`src/rtl/i2c_expander_responder_if.sv`:
```
// Open-drain I2C pad bundle between an I2C master (or pad model) and the expander responder.
interface i2c_expander_responder_if;
  logic scl_i;
  logic sda_i;
  logic sda_oe;

  modport master (output scl_i, output sda_i, input sda_oe);
  modport slave  (input scl_i, input sda_i, output sda_oe);
endinterface

```
`src/rtl/i2c_expander_responder.sv`:
```
// PCA9555-style 16-bit GPIO expander I2C target for loopback builds.
// Oversamples SCL/SDA on clk_50, filters glitches, and serves the 8-register map.
module i2c_expander_responder #(
  parameter logic [6:0]  DEV_ADDR    = 7'h20,
  parameter int unsigned SYNC_STAGES = 2,
  parameter int unsigned GLITCH_CYC  = 3
) (
  input  logic                       clk_50,
  input  logic                       reset,
  i2c_expander_responder_if.slave    i2c,
  input  logic [15:0]                gpio_in,
  output logic [15:0]                gpio_out,
  output logic [15:0]                gpio_dir,
  output logic                       busy,
  output logic                       wr_strobe
);

  localparam int unsigned CNT_W = (GLITCH_CYC > 1) ? $clog2(GLITCH_CYC) : 1;

  typedef enum logic [3:0] {
    IDLE, ADDR, ADDR_ACK, CMD, CMD_ACK, WR_DATA, WR_ACK, RD_DATA, RD_ACK, IGNORE
  } state_t;

  logic [SYNC_STAGES-1:0] scl_sync, sda_sync;
  logic [1:0]             line_s, filt_q, filt_p;
  logic [CNT_W-1:0]       cnt_q [2];

  // Synchronizer then per-line glitch filter; index 1 = SCL, 0 = SDA
  assign line_s = {scl_sync[SYNC_STAGES-1], sda_sync[SYNC_STAGES-1]};

  always_ff @(posedge clk_50 or posedge reset) begin
    if (reset) begin
      scl_sync <= '1;
      sda_sync <= '1;
      filt_q   <= 2'b11;
      filt_p   <= 2'b11;
      for (int i = 0; i < 2; i++) cnt_q[i] <= '0;
    end else begin
      scl_sync <= {scl_sync[SYNC_STAGES-2:0], i2c.scl_i};
      sda_sync <= {sda_sync[SYNC_STAGES-2:0], i2c.sda_i};
      filt_p   <= filt_q;
      for (int i = 0; i < 2; i++) begin
        if (line_s[i] == filt_q[i]) begin
          cnt_q[i] <= '0;
        end else if (cnt_q[i] == CNT_W'(GLITCH_CYC - 1)) begin
          filt_q[i] <= line_s[i];
          cnt_q[i]  <= '0;
        end else begin
          cnt_q[i] <= cnt_q[i] + CNT_W'(1);
        end
      end
    end
  end

  logic scl_f, sda_f, scl_rise, scl_fall, start_det, stop_det;
  assign scl_f     = filt_q[1];
  assign sda_f     = filt_q[0];
  assign scl_rise  =  scl_f & ~filt_p[1];
  assign scl_fall  = ~scl_f &  filt_p[1];
  // SCL must be stable high across the SDA edge, so a joint edge counts as data
  assign start_det = scl_f & filt_p[1] &  filt_p[0] & ~sda_f;
  assign stop_det  = scl_f & filt_p[1] & ~filt_p[0] &  sda_f;

  state_t     state_q, state_d;
  logic [3:0] bit_cnt_q, bit_cnt_d;
  logic [7:0] shreg_q, shreg_d, tx_q, tx_d;
  logic [2:0] ptr_q, ptr_d, rd_sel;
  logic       rw_q, rw_d, ack_seen_q, ack_seen_d;
  logic       sda_oe_q, sda_oe_d, busy_q, busy_d, wr_strobe_q, wr_strobe_d;
  logic [7:0] out0_q, out1_q, pol0_q, pol1_q, cfg0_q, cfg1_q;
  logic [7:0] out0_d, out1_d, pol0_d, pol1_d, cfg0_d, cfg1_d;
  logic [7:0] rd_byte;
  logic       rx_state, byte_done;

  // On a read ACK the byte loaded is the one after the pointer advance
  assign rd_sel = (state_q == RD_ACK) ? {ptr_q[2:1], ~ptr_q[0]} : ptr_q;

  always_comb begin
    rd_byte = 8'h00;
    case (rd_sel)
      3'd0: rd_byte = gpio_in[7:0]  ^ pol0_q;
      3'd1: rd_byte = gpio_in[15:8] ^ pol1_q;
      3'd2: rd_byte = out0_q;
      3'd3: rd_byte = out1_q;
      3'd4: rd_byte = pol0_q;
      3'd5: rd_byte = pol1_q;
      3'd6: rd_byte = cfg0_q;
      3'd7: rd_byte = cfg1_q;
      default: rd_byte = 8'h00;
    endcase
  end

  assign rx_state  = (state_q == ADDR) || (state_q == CMD) || (state_q == WR_DATA);
  assign byte_done = rx_state && scl_fall && (bit_cnt_q == 4'd8);

  always_comb begin
    state_d     = state_q;
    bit_cnt_d   = bit_cnt_q;
    shreg_d     = shreg_q;
    tx_d        = tx_q;
    ptr_d       = ptr_q;
    rw_d        = rw_q;
    ack_seen_d  = ack_seen_q;
    sda_oe_d    = sda_oe_q;
    busy_d      = busy_q;
    wr_strobe_d = 1'b0;
    out0_d = out0_q;  out1_d = out1_q;
    pol0_d = pol0_q;  pol1_d = pol1_q;
    cfg0_d = cfg0_q;  cfg1_d = cfg1_q;

    if (stop_det) begin
      state_d  = IDLE;
      sda_oe_d = 1'b0;
      busy_d   = 1'b0;
    end else if (start_det) begin
      state_d   = ADDR;
      bit_cnt_d = 4'd0;
      sda_oe_d  = 1'b0;
      busy_d    = 1'b0;
    end else begin
      if (rx_state && scl_rise && (bit_cnt_q != 4'd8)) begin
        shreg_d   = {shreg_q[6:0], sda_f};
        bit_cnt_d = bit_cnt_q + 4'd1;
      end
      case (state_q)
        ADDR: if (byte_done) begin
          if (shreg_q[7:1] == DEV_ADDR) begin
            sda_oe_d = 1'b1;
            busy_d   = 1'b1;
            rw_d     = shreg_q[0];
            state_d  = ADDR_ACK;
          end else begin
            state_d = IGNORE;
          end
        end
        ADDR_ACK: if (scl_fall) begin
          if (!rw_q) begin
            sda_oe_d  = 1'b0;
            bit_cnt_d = 4'd0;
            state_d   = CMD;
          end else begin
            tx_d      = rd_byte;
            sda_oe_d  = ~rd_byte[7];
            bit_cnt_d = 4'd1;
            state_d   = RD_DATA;
          end
        end
        CMD: if (byte_done) begin
          ptr_d    = shreg_q[2:0];
          sda_oe_d = 1'b1;
          state_d  = CMD_ACK;
        end
        CMD_ACK: if (scl_fall) begin
          sda_oe_d  = 1'b0;
          bit_cnt_d = 4'd0;
          state_d   = WR_DATA;
        end
        WR_DATA: if (byte_done) begin
          case (ptr_q)
            3'd2: out0_d = shreg_q;
            3'd3: out1_d = shreg_q;
            3'd4: pol0_d = shreg_q;
            3'd5: pol1_d = shreg_q;
            3'd6: cfg0_d = shreg_q;
            3'd7: cfg1_d = shreg_q;
            default: ;
          endcase
          wr_strobe_d = 1'b1;
          sda_oe_d    = 1'b1;
          state_d     = WR_ACK;
        end
        WR_ACK: if (scl_fall) begin
          sda_oe_d  = 1'b0;
          ptr_d     = {ptr_q[2:1], ~ptr_q[0]};
          bit_cnt_d = 4'd0;
          state_d   = WR_DATA;
        end
        RD_DATA: if (scl_fall) begin
          if (bit_cnt_q == 4'd8) begin
            sda_oe_d   = 1'b0;
            ack_seen_d = 1'b0;
            state_d    = RD_ACK;
          end else begin
            tx_d      = {tx_q[6:0], 1'b0};
            sda_oe_d  = ~tx_q[6];
            bit_cnt_d = bit_cnt_q + 4'd1;
          end
        end
        RD_ACK: begin
          if (scl_rise) begin
            if (sda_f) begin
              state_d = IGNORE;
            end else begin
              ptr_d      = {ptr_q[2:1], ~ptr_q[0]};
              tx_d       = rd_byte;
              ack_seen_d = 1'b1;
            end
          end else if (scl_fall && ack_seen_q) begin
            sda_oe_d   = ~tx_q[7];
            bit_cnt_d  = 4'd1;
            ack_seen_d = 1'b0;
            state_d    = RD_DATA;
          end
        end
        default: ;
      endcase
    end
  end

  always_ff @(posedge clk_50 or posedge reset) begin
    if (reset) begin
      state_q     <= IDLE;
      bit_cnt_q   <= 4'd0;
      shreg_q     <= 8'h00;
      tx_q        <= 8'h00;
      ptr_q       <= 3'd0;
      rw_q        <= 1'b0;
      ack_seen_q  <= 1'b0;
      sda_oe_q    <= 1'b0;
      busy_q      <= 1'b0;
      wr_strobe_q <= 1'b0;
      out0_q <= 8'hFF;  out1_q <= 8'hFF;
      pol0_q <= 8'h00;  pol1_q <= 8'h00;
      cfg0_q <= 8'hFF;  cfg1_q <= 8'hFF;
      gpio_out <= 16'hFFFF;
      gpio_dir <= 16'h0000;
    end else begin
      state_q     <= state_d;
      bit_cnt_q   <= bit_cnt_d;
      shreg_q     <= shreg_d;
      tx_q        <= tx_d;
      ptr_q       <= ptr_d;
      rw_q        <= rw_d;
      ack_seen_q  <= ack_seen_d;
      sda_oe_q    <= sda_oe_d;
      busy_q      <= busy_d;
      wr_strobe_q <= wr_strobe_d;
      out0_q <= out0_d;  out1_q <= out1_d;
      pol0_q <= pol0_d;  pol1_q <= pol1_d;
      cfg0_q <= cfg0_d;  cfg1_q <= cfg1_d;
      gpio_out <= {out1_q, out0_q};
      gpio_dir <= ~{cfg1_q, cfg0_q};
    end
  end

  assign i2c.sda_oe = sda_oe_q;
  assign busy       = busy_q;
  assign wr_strobe  = wr_strobe_q;

endmodule

```
`src/flat_wrapper.sv`:
```
// flat-port wrapper written by rule: the top's interface ports become plain ports
module i2c_expander_responder_flat 
#(
  parameter logic [6:0]  DEV_ADDR    = 7'h20,
  parameter int unsigned SYNC_STAGES = 2,
  parameter int unsigned GLITCH_CYC  = 3
)
  (clk_50, reset, gpio_in, gpio_out, gpio_dir, busy, wr_strobe, i2c_scl_i, i2c_sda_i, i2c_sda_oe);
  i2c_expander_responder_if i2c_i ();
  input  logic clk_50;
  input  logic reset;
  input  logic [15:0] gpio_in;
  output logic [15:0] gpio_out;
  output logic [15:0] gpio_dir;
  output logic busy;
  output logic wr_strobe;
  input wire logic [$bits(i2c_i.scl_i)-1:0] i2c_scl_i;
  input wire logic [$bits(i2c_i.sda_i)-1:0] i2c_sda_i;
  output wire logic [$bits(i2c_i.sda_oe)-1:0] i2c_sda_oe;
  assign i2c_i.scl_i = i2c_scl_i;
  assign i2c_i.sda_i = i2c_sda_i;
  assign i2c_sda_oe = i2c_i.sda_oe;
  i2c_expander_responder #(.DEV_ADDR(DEV_ADDR), .SYNC_STAGES(SYNC_STAGES), .GLITCH_CYC(GLITCH_CYC)) u_core (.clk_50(clk_50), .reset(reset), .i2c(i2c_i), .gpio_in(gpio_in), .gpio_out(gpio_out), .gpio_dir(gpio_dir), .busy(busy), .wr_strobe(wr_strobe));
endmodule
```
`config.mk`:
```
export PLATFORM = sky130hd
export DESIGN_NAME = i2c_expander_responder_flat
export DESIGN_NICKNAME = d
export VERILOG_FILES = /design/src/rtl/i2c_expander_responder_if.sv /design/src/rtl/i2c_expander_responder.sv /design/src/flat_wrapper.sv
export SDC_FILE = /design/constraint.sdc
export NUM_CORES = 1
export LEC_CHECK = 0
export ABC_CLOCK_PERIOD_IN_PS = 3300
export BUFFER_PORTS_ARGS = -buffer_cell sky130_fd_sc_hd__clkbuf_2
export CELL_PAD_IN_SITES_DETAIL_PLACEMENT = 1
export CELL_PAD_IN_SITES_GLOBAL_PLACEMENT = 1
export CORE_UTILIZATION = 25
export CTS_CLUSTER_DIAMETER = 200
export DETAILED_ROUTE_END_ITERATION = 8
export PLACE_DENSITY = 0.55
export SKIP_LAST_GASP = 1
export SYNTH_ARGS = -nofsm -noshare
export SYNTH_HDL_FRONTEND = slang
export SYNTH_SLANG_ARGS = --single-unit
```
`constraint.sdc`:
```
create_clock -name clk_50 -period 3.3 [get_ports clk_50]
set_input_delay 0.165 -clock clk_50 [delete_from_list [all_inputs] [get_ports clk_50]]
set_output_delay 0.165 -clock clk_50 [all_outputs]
set_load 0.01 [all_outputs]
```
==> results.toml, run 1 <==
[cells_and_area]
post-route-util_pct = 31.3
top_regs = "u_core.gpio_dir (16), u_core.gpio_out (16)"
syn_to_final_growth_pct = 21.9
nNetsFinal = 628
drive_gt1_share_pct = 31.5
antenna_cells = 0
final_area_mm2 = 0.00715

[global_route]
grt_remaining_overflow = 0
antenna_found_initial = 0
grt_usage_pct = 15.3
grt_max_degree = 98
grt_first_pass_wirelength_um = 27800
grt_pass1_vias = 4793

[sta]
hold_viol = 0
slew_headroom_pct = 49.6
tightest_slew_ns = 0.751
min_period_ns = 2.68
fin_skew_ns = 0.0195
period_share_pct = 81.3
rsz0062_at_grt = "false"
setup_viol = 0
fin_tns_setup_ns = 0
final_max_slew_viol_count = 0
max_freq_mhz = 373

[place]
gp_congestion = 0.853
portBuffers = 54
placed_cell_area_mm2 = 0.00652
dpl.hpwl_um = 12000

[clock_network]
clkLatencyLatePin_ns = 0.43
cts_max_path_buffers = 2
clk_pin_slew_worst_paths_ns = 0.06
clock-sinks = 124
numCtsBuffers = 17
cts_tree = "yes"
clockRootBuffer = "clkbuf_16"
h-tree-depth = 4

[worst_setup_path]
start_kind = "flop"
worstSetupPathType = "reg -> reg"
worstPathMaxFanout = 18
worstReg2RegEnd = "u_core.pol1_q[2]"
endpoint_kind = "flop"
r2r_slack_ns = 0.62
cp.arrival_ns = 2.97
worstReg2RegStart = "u_core.state_q[0]"
crit_required_ns = 3.59
rr_worst_depth = 5

[routing]
drtIter0Drc = 224
antenna_left = 0
vias_per_cell = 4.74
vias = 4416
wl_per_cell_um = 18.5
dr.pass1.iters = 4
drt-total-wl_um = 17200
route.detailed.drc = 0

[power]
leakagePower_nw = 2.94
p_per_area_mw_per_mm2 = 632
peakVddDrop_v = 0.000324
total_power_w = 0.00452

[floorplanning]
num_rows = 55
die_x_um = 155
boundaryPins = 55
die_y_um = 155
die_area_mm2 = 0.0241
initial_core_util_pct = 25.7
core_area_mm2 = 0.0228

[status]
status = "completed"

[synthesis]
yosysWarnings = 0
ys_seq_elements = 124
synth_edf_count = 0
syn_avg_cell_area_um2 = 10.7
postSynthCellCount = 546
yosysUniqueCellTypes = 61
synth_ff_type = "dfrtp_1"
ys_top_cells_by_area = "dfrtp_1, dfstp_2, mux2_2"
syn_nets = 568
synth_area_mm2 = 0.00587
ys_seq_area_share_pct = 54.1
async_flop_share_pct = 100
netlist.area_leader.share_pct = 29.0
synth_top_area_cell = "dfrtp_1"

[run]
maxCapViolations = 0

[min_path]
hold_class = "in -> reg"
hold_path.startpoint = "gpio_in[0]"
whs_endpoint = "u_core.tx_q[0]"
hold_depth = 4
==> synthesized netlist by cell type (3+ instances only) <==
master and instances:
a21o_1 3, mux2_1 21, buf_4 3, mux2i_1 15, o21ai_1 9, a221o_1 3, nand3b_1 4, nor3b_1 6
buf_2 13, nor3_1 14, nand2b_1 15, o21ai_0 21, mux2_2 26, dfrtp_1 68, nor2_1 28, nor2b_1 5
a21oi_1 27, and3_1 3, o221ai_1 5, inv_1 27, or4_1 3, o31ai_1 3, dfstp_2 56, o211ai_1 12
nand2_1 64, a211oi_1 4, nand3_1 13, xnor2_1 11, a22o_1 3, o22ai_1 5, clkbuf_1 17
==> power by group <==
part           internal, W  total, W  switching (W)  leakage [nW]
clock network      0.00123   0.00194       0.000706         0.299
registers          0.00167   0.00191       0.000238          1.40
logic             0.000270  0.000673       0.000403          1.24
==> layout make-up <==
type,instances,area [um2]
Sequential cell,124,3170
Multi-Input combinational cell,359,2420
Fill cell,2619,15700
Tap cell,313,392
Clock inverter,10,140
Inverter,29,113
Clock buffer,22,464
Timing Repair Buffer,75,448
==> worst max-delay path by stage <==
stage,start,to,slack [ns],cells after the start
floorplan,u_core.bit_cnt_q[0],u_core.pol1_q[1],1.19,8
global placement,u_core.state_q[3],u_core.tx_q[6],0.72,6
global route,u_core.state_q[3],u_core.tx_q[3],0.50,6
finish,u_core.state_q[0],u_core.pol1_q[2],0.62,5
detailed placement,u_core.state_q[0],u_core.pol1_q[7],0.66,5
CTS,u_core.state_q[3],u_core.tx_q[6],0.66,6
==> per-layer routing <==
metal	global-route usage (%)	vias to the layer above	wire length, um
li1	-	2051	-
met4	5.74	0	298
met1	20.5	2250	8260
met5	0	-	0
met3	2.92	19	597
met2	24.6	96	8050
==> cells by family (layout without fill, tap and decap cells) <==
family                   Yosys count  in the layout  synth area share (%)
buffers and inverters             63            136                  4.63
AND/OR/NAND/NOR                  171            171                  14.8
adder cells (fa/ha/maj)            2              2                 0.426
multiplexers                      63             63                  12.0
AO/OA/AOI/OAI                    111            111                  12.4
flip-flops                       124            124                  54.1
XOR/XNOR                          12             12                  1.79
==> placed cells by master, fill, tap and decap left out, drive strengths merged, types with 3 or more instances in the layout <==
cell type | Yosys | final
xnor2 | 11 | 11
dfstp | 56 | 56
a21oi | 27 | 27
nand3b | 5 | 5
mux2i | 15 | 15
buf | 17 | 18
o22ai | 5 | 5
or4 | 3 | 3
o211ai | 12 | 12
mux2 | 47 | 47
nand3 | 13 | 13
nor3 | 15 | 15
o221ai | 5 | 5
dlygate4sd3 | 0 | 3
clkinv | 0 | 5
clkbuf | 17 | 76
a221o | 3 | 3
nor2b | 5 | 5
nor2 | 30 | 30
inv | 29 | 30
o21ai | 30 | 30
nand2 | 64 | 64
a22o | 3 | 3
nor3b | 6 | 6
and3 | 3 | 3
nand2b | 16 | 16
bufinv | 0 | 3
o31ai | 3 | 3
a211oi | 4 | 4
dfrtp | 68 | 68
a21o | 3 | 3
==> metrics by stage <==
stage | setup WS (ns) | hold WS, ns | cells
2_1_floorplan | 1.19 | 0.169 | 546
3_3_place_gp | 0.723 | 0.252 | 897
3_5_place_dp | 0.663 | 0.256 | 897
4_1_cts | 0.658 | 0.184 | 932
5_1_grt | 0.502 | 0.214 | 932
6_report | 0.619 | 0.203 | 932
==> what timing repair did <==
action / CTS / global route
setup buffers: 0 / 0
hold endpoints to repair: 15 / 0
resized for setup: 0 / 0
endpoints found under the setup margin: 0 / 0
hold buffers: 3 / 0
==> worst max-delay path: stages, from the launching register on <==
cell	delay, ns
dfrtp_1	0.71
inv_2	0.24
nor2_2	0.19
nand2_1	0.19
or4_1	0.81
mux2_1	0.41
(Power assumes the default switching activity.)
==> inputs of run 2 (changes only) <==
--- a/config.mk
+++ b/config.mk
@@ -5,14 +5,15 @@
 export SDC_FILE = /design/constraint.sdc
 export NUM_CORES = 1
 export LEC_CHECK = 0
-export ABC_CLOCK_PERIOD_IN_PS = 3300
+export ABC_AREA = 1
+export ABC_CLOCK_PERIOD_IN_PS = 2200
 export BUFFER_PORTS_ARGS = -buffer_cell sky130_fd_sc_hd__clkbuf_2
 export CELL_PAD_IN_SITES_DETAIL_PLACEMENT = 1
 export CELL_PAD_IN_SITES_GLOBAL_PLACEMENT = 1
 export CORE_UTILIZATION = 25
 export CTS_CLUSTER_DIAMETER = 200
 export DETAILED_ROUTE_END_ITERATION = 8
-export PLACE_DENSITY = 0.55
+export PLACE_DENSITY = 0.57
 export SKIP_LAST_GASP = 1
 export SYNTH_ARGS = -nofsm -noshare
 export SYNTH_HDL_FRONTEND = slang
==> constraint.sdc (replaced) <==
create_clock -name clk_50 -period 2.2 [get_ports clk_50]
set_input_delay 0.11 -clock clk_50 [delete_from_list [all_inputs] [get_ports clk_50]]
set_output_delay 0.11 -clock clk_50 [all_outputs]
set_load 0.01 [all_outputs]
==> results.toml, run 2 <==
[synthesis]
synth_edf_count = 0
netlist.area_leader.share_pct = 29.3
synth_area_mm2 = 0.00580
synth_ff_type = "dfrtp_1"
ys_top_cells_by_area = "dfrtp_1, dfstp_2, nand2_1"
syn_nets = 674
synth.most_common_cell = "nand2_1"
yosysWarnings = 0
ys_seq_elements = 124
synthTopCellsByCount = "nand2_1, dfrtp_1, inv_1, dfstp_2, o21ai_1"
async_flop_share_pct = 100
postSynthCellCount = 652
syn_avg_cell_area_um2 = 8.90
synth_top_area_cell = "dfrtp_1"
yosysUniqueCellTypes = 42
ys_seq_area_share_pct = 54.7

[routing]
antenna_left = 0
vias_per_cell = 4.49
dr.pass1.iters = 4
wl_per_cell_um = 16.7
drt-total-wl_um = 17400
vias = 4695
drtIter0Drc = 210
route.detailed.drc = 0

[sta]
rsz0062_at_grt = "false"
max_freq_mhz = 490
hold_viol = 0
fin_skew_ns = 0.0126
setup_viol = 0
period_share_pct = 92.8
tightest_slew_ns = 0.760
min_period_ns = 2.04
final_max_slew_viol_count = 0
holdWs_ns = 0.149
fin_tns_setup_ns = 0
slew_headroom_pct = 49.2
worst_slack_ns = 0.158

[place]
dp_slack_ns = 0.122
dpl.hpwl_um = 12800
placed_cell_area_mm2 = 0.00666
portBuffers = 54
gp_congestion = 0.833

[worst_setup_path]
cpMaxStageDelayCell = "dfrtp_1"
crit_path_frequent_cell = "nand2_1"
path_cells = "inv_1 > nor2_4 > nand2_4 > nand2_1 > nand2_1 > buf_4 > nand3_2 > o22ai_1 > nor2_1 > nand2_1 > nand2_1 > nand2_1"
path_buf_inv = 2
crit_required_ns = 2.57
cp_top_family = "simple AND/OR/NAND/NOR gates"
slowest_delay_ns = 0.40
worstSetupPathType = "reg -> reg"
cp.arrival_ns = 2.41
start_kind = "flop"
endpoint_kind = "flop"
worstPathMaxFanout = 9

[min_path]
hold_class = "in -> reg"

[cells_and_area]
drive_gt1_share_pct = 30.5
layout_commonest_cell = "nand2_1"
final_area_mm2 = 0.00729
nNetsFinal = 770
syn_to_final_growth_pct = 25.6
antenna_cells = 0
final_cell_mix = "nand2_1, dfrtp_1, inv_1"
nFillCells = 2683
top_regs = "u_core.gpio_dir (16), u_core.gpio_out (16)"

[run]
maxCapViolations = 0

[power]
comb_power_share_pct = 32.6
intPower_w = 0.00513
netSwitchingPower_w = 0.00324
peakVddDrop_v = 0.000534
total_power_w = 0.00837
p_per_area_mw_per_mm2 = 1150
switching_share_pct = 38.7
p_clk_share_pct = 33.7
leakagePower_nw = 3.04
p_seq_share_pct = 33.7

[clock_network]
clockRootBuffer = "clkbuf_16"
clk_pin_slew_worst_paths_ns = 0.06
clock-sinks = 124
cts_tree = "yes"
numCtsBuffers = 17
h-tree-depth = 4
cts_max_path_buffers = 2
clkLatencyLatePin_ns = 0.43

[status]
status = "completed"

[global_route]
grt_remaining_overflow = 0
busiest_layer = "met2"
use_met1_pct = 21.2
grt_first_pass_wirelength_um = 28200
grt_pass1_vias = 4930
use_met3_pct = 3.42
use_met2_pct = 25.1
grt_max_degree = 31
antenna_found_initial = 0
grt_usage_pct = 15.8

[floorplanning]
num_rows = 55
initial_core_util_pct = 25.6
die_x_um = 154
core_area_mm2 = 0.0227
die_area_mm2 = 0.0238
boundaryPins = 55
die_y_um = 154
[run 2: cell families after synthesis]
kind of cell / count (synthesis) / share of synthesized area (%)
adder cells (fa/ha/maj): 2 / 0.431
buffers and inverters: 87 / 6.45
XOR/XNOR: 16 / 2.41
AO/OA/AOI/OAI: 117 / 11.2
AND/OR/NAND/NOR: 306 / 24.8
flip-flops: 124 / 54.7
[run 2: power by group through the flow]
stage                     clock network (W)  registers, W  logic [W]
after floorplan                           0       0.00280    0.00187
after CTS                           0.00289       0.00281    0.00275
after detailed placement                  0       0.00284    0.00272
after global placement                    0       0.00284    0.00271
final                               0.00282       0.00282    0.00273
after global routing                0.00298       0.00286    0.00312
[run 2: timing repair]
action	in CTS	in global routing
hold endpoints to repair	15	0
endpoints found under the setup margin	0	29
hold buffers	3	0
resized for setup	0	5
buffers inserted	0	0
[run 2: path summary, 6_finish.rpt]
kind,startpoint,to,slack [ns],depth (start not counted)
max reg2reg,u_core.state_q[3],u_core.tx_q[1],0.16,12
min reg2reg,u_core.sda_sync[0],u_core.sda_sync[1],0.36,0
min,gpio_in[6],u_core.tx_q[6],0.15,6
max,u_core.state_q[3],u_core.tx_q[1],0.16,12
min in group asynchronous,reset,u_core.bit_cnt_q[0],0.36,3
max in group asynchronous,reset,u_core.cfg0_q[6],1.11,4
[run 2: routing by layer]
metal,routed length (um),vias up
met5,0,-
met4,340,0
met3,545,28
li1,-,2318
met2,8170,78
met1,8360,2271
[run 2: worst min-delay path: cells and delay by family]
kind	cells	cell delay, ns
AND/OR/NAND/NOR	4	0.28
buffers and inverters	1	0.08
XOR/XNOR	1	0.06
[run 2: area by class of cell]
type	instances	area, um2	share of cell area, %
Clock inverter	13	129	1.77
Inverter	73	280	3.85
Multi-Input combinational cell	441	2280	31.2
Clock buffer	19	454	6.23
Timing Repair Buffer	91	618	8.48
Sequential cell	124	3170	43.5
Tap cell	285	357	4.89
[run 2: stage by stage]
step | util [%] | std cells
after floorplan | - | 652
after global placement | 29.3 | 1011
after detailed placement | 29.3 | 1011
after CTS | 32.0 | 1046
after global routing | 32.1 | 1046
final | 32.1 | 1046
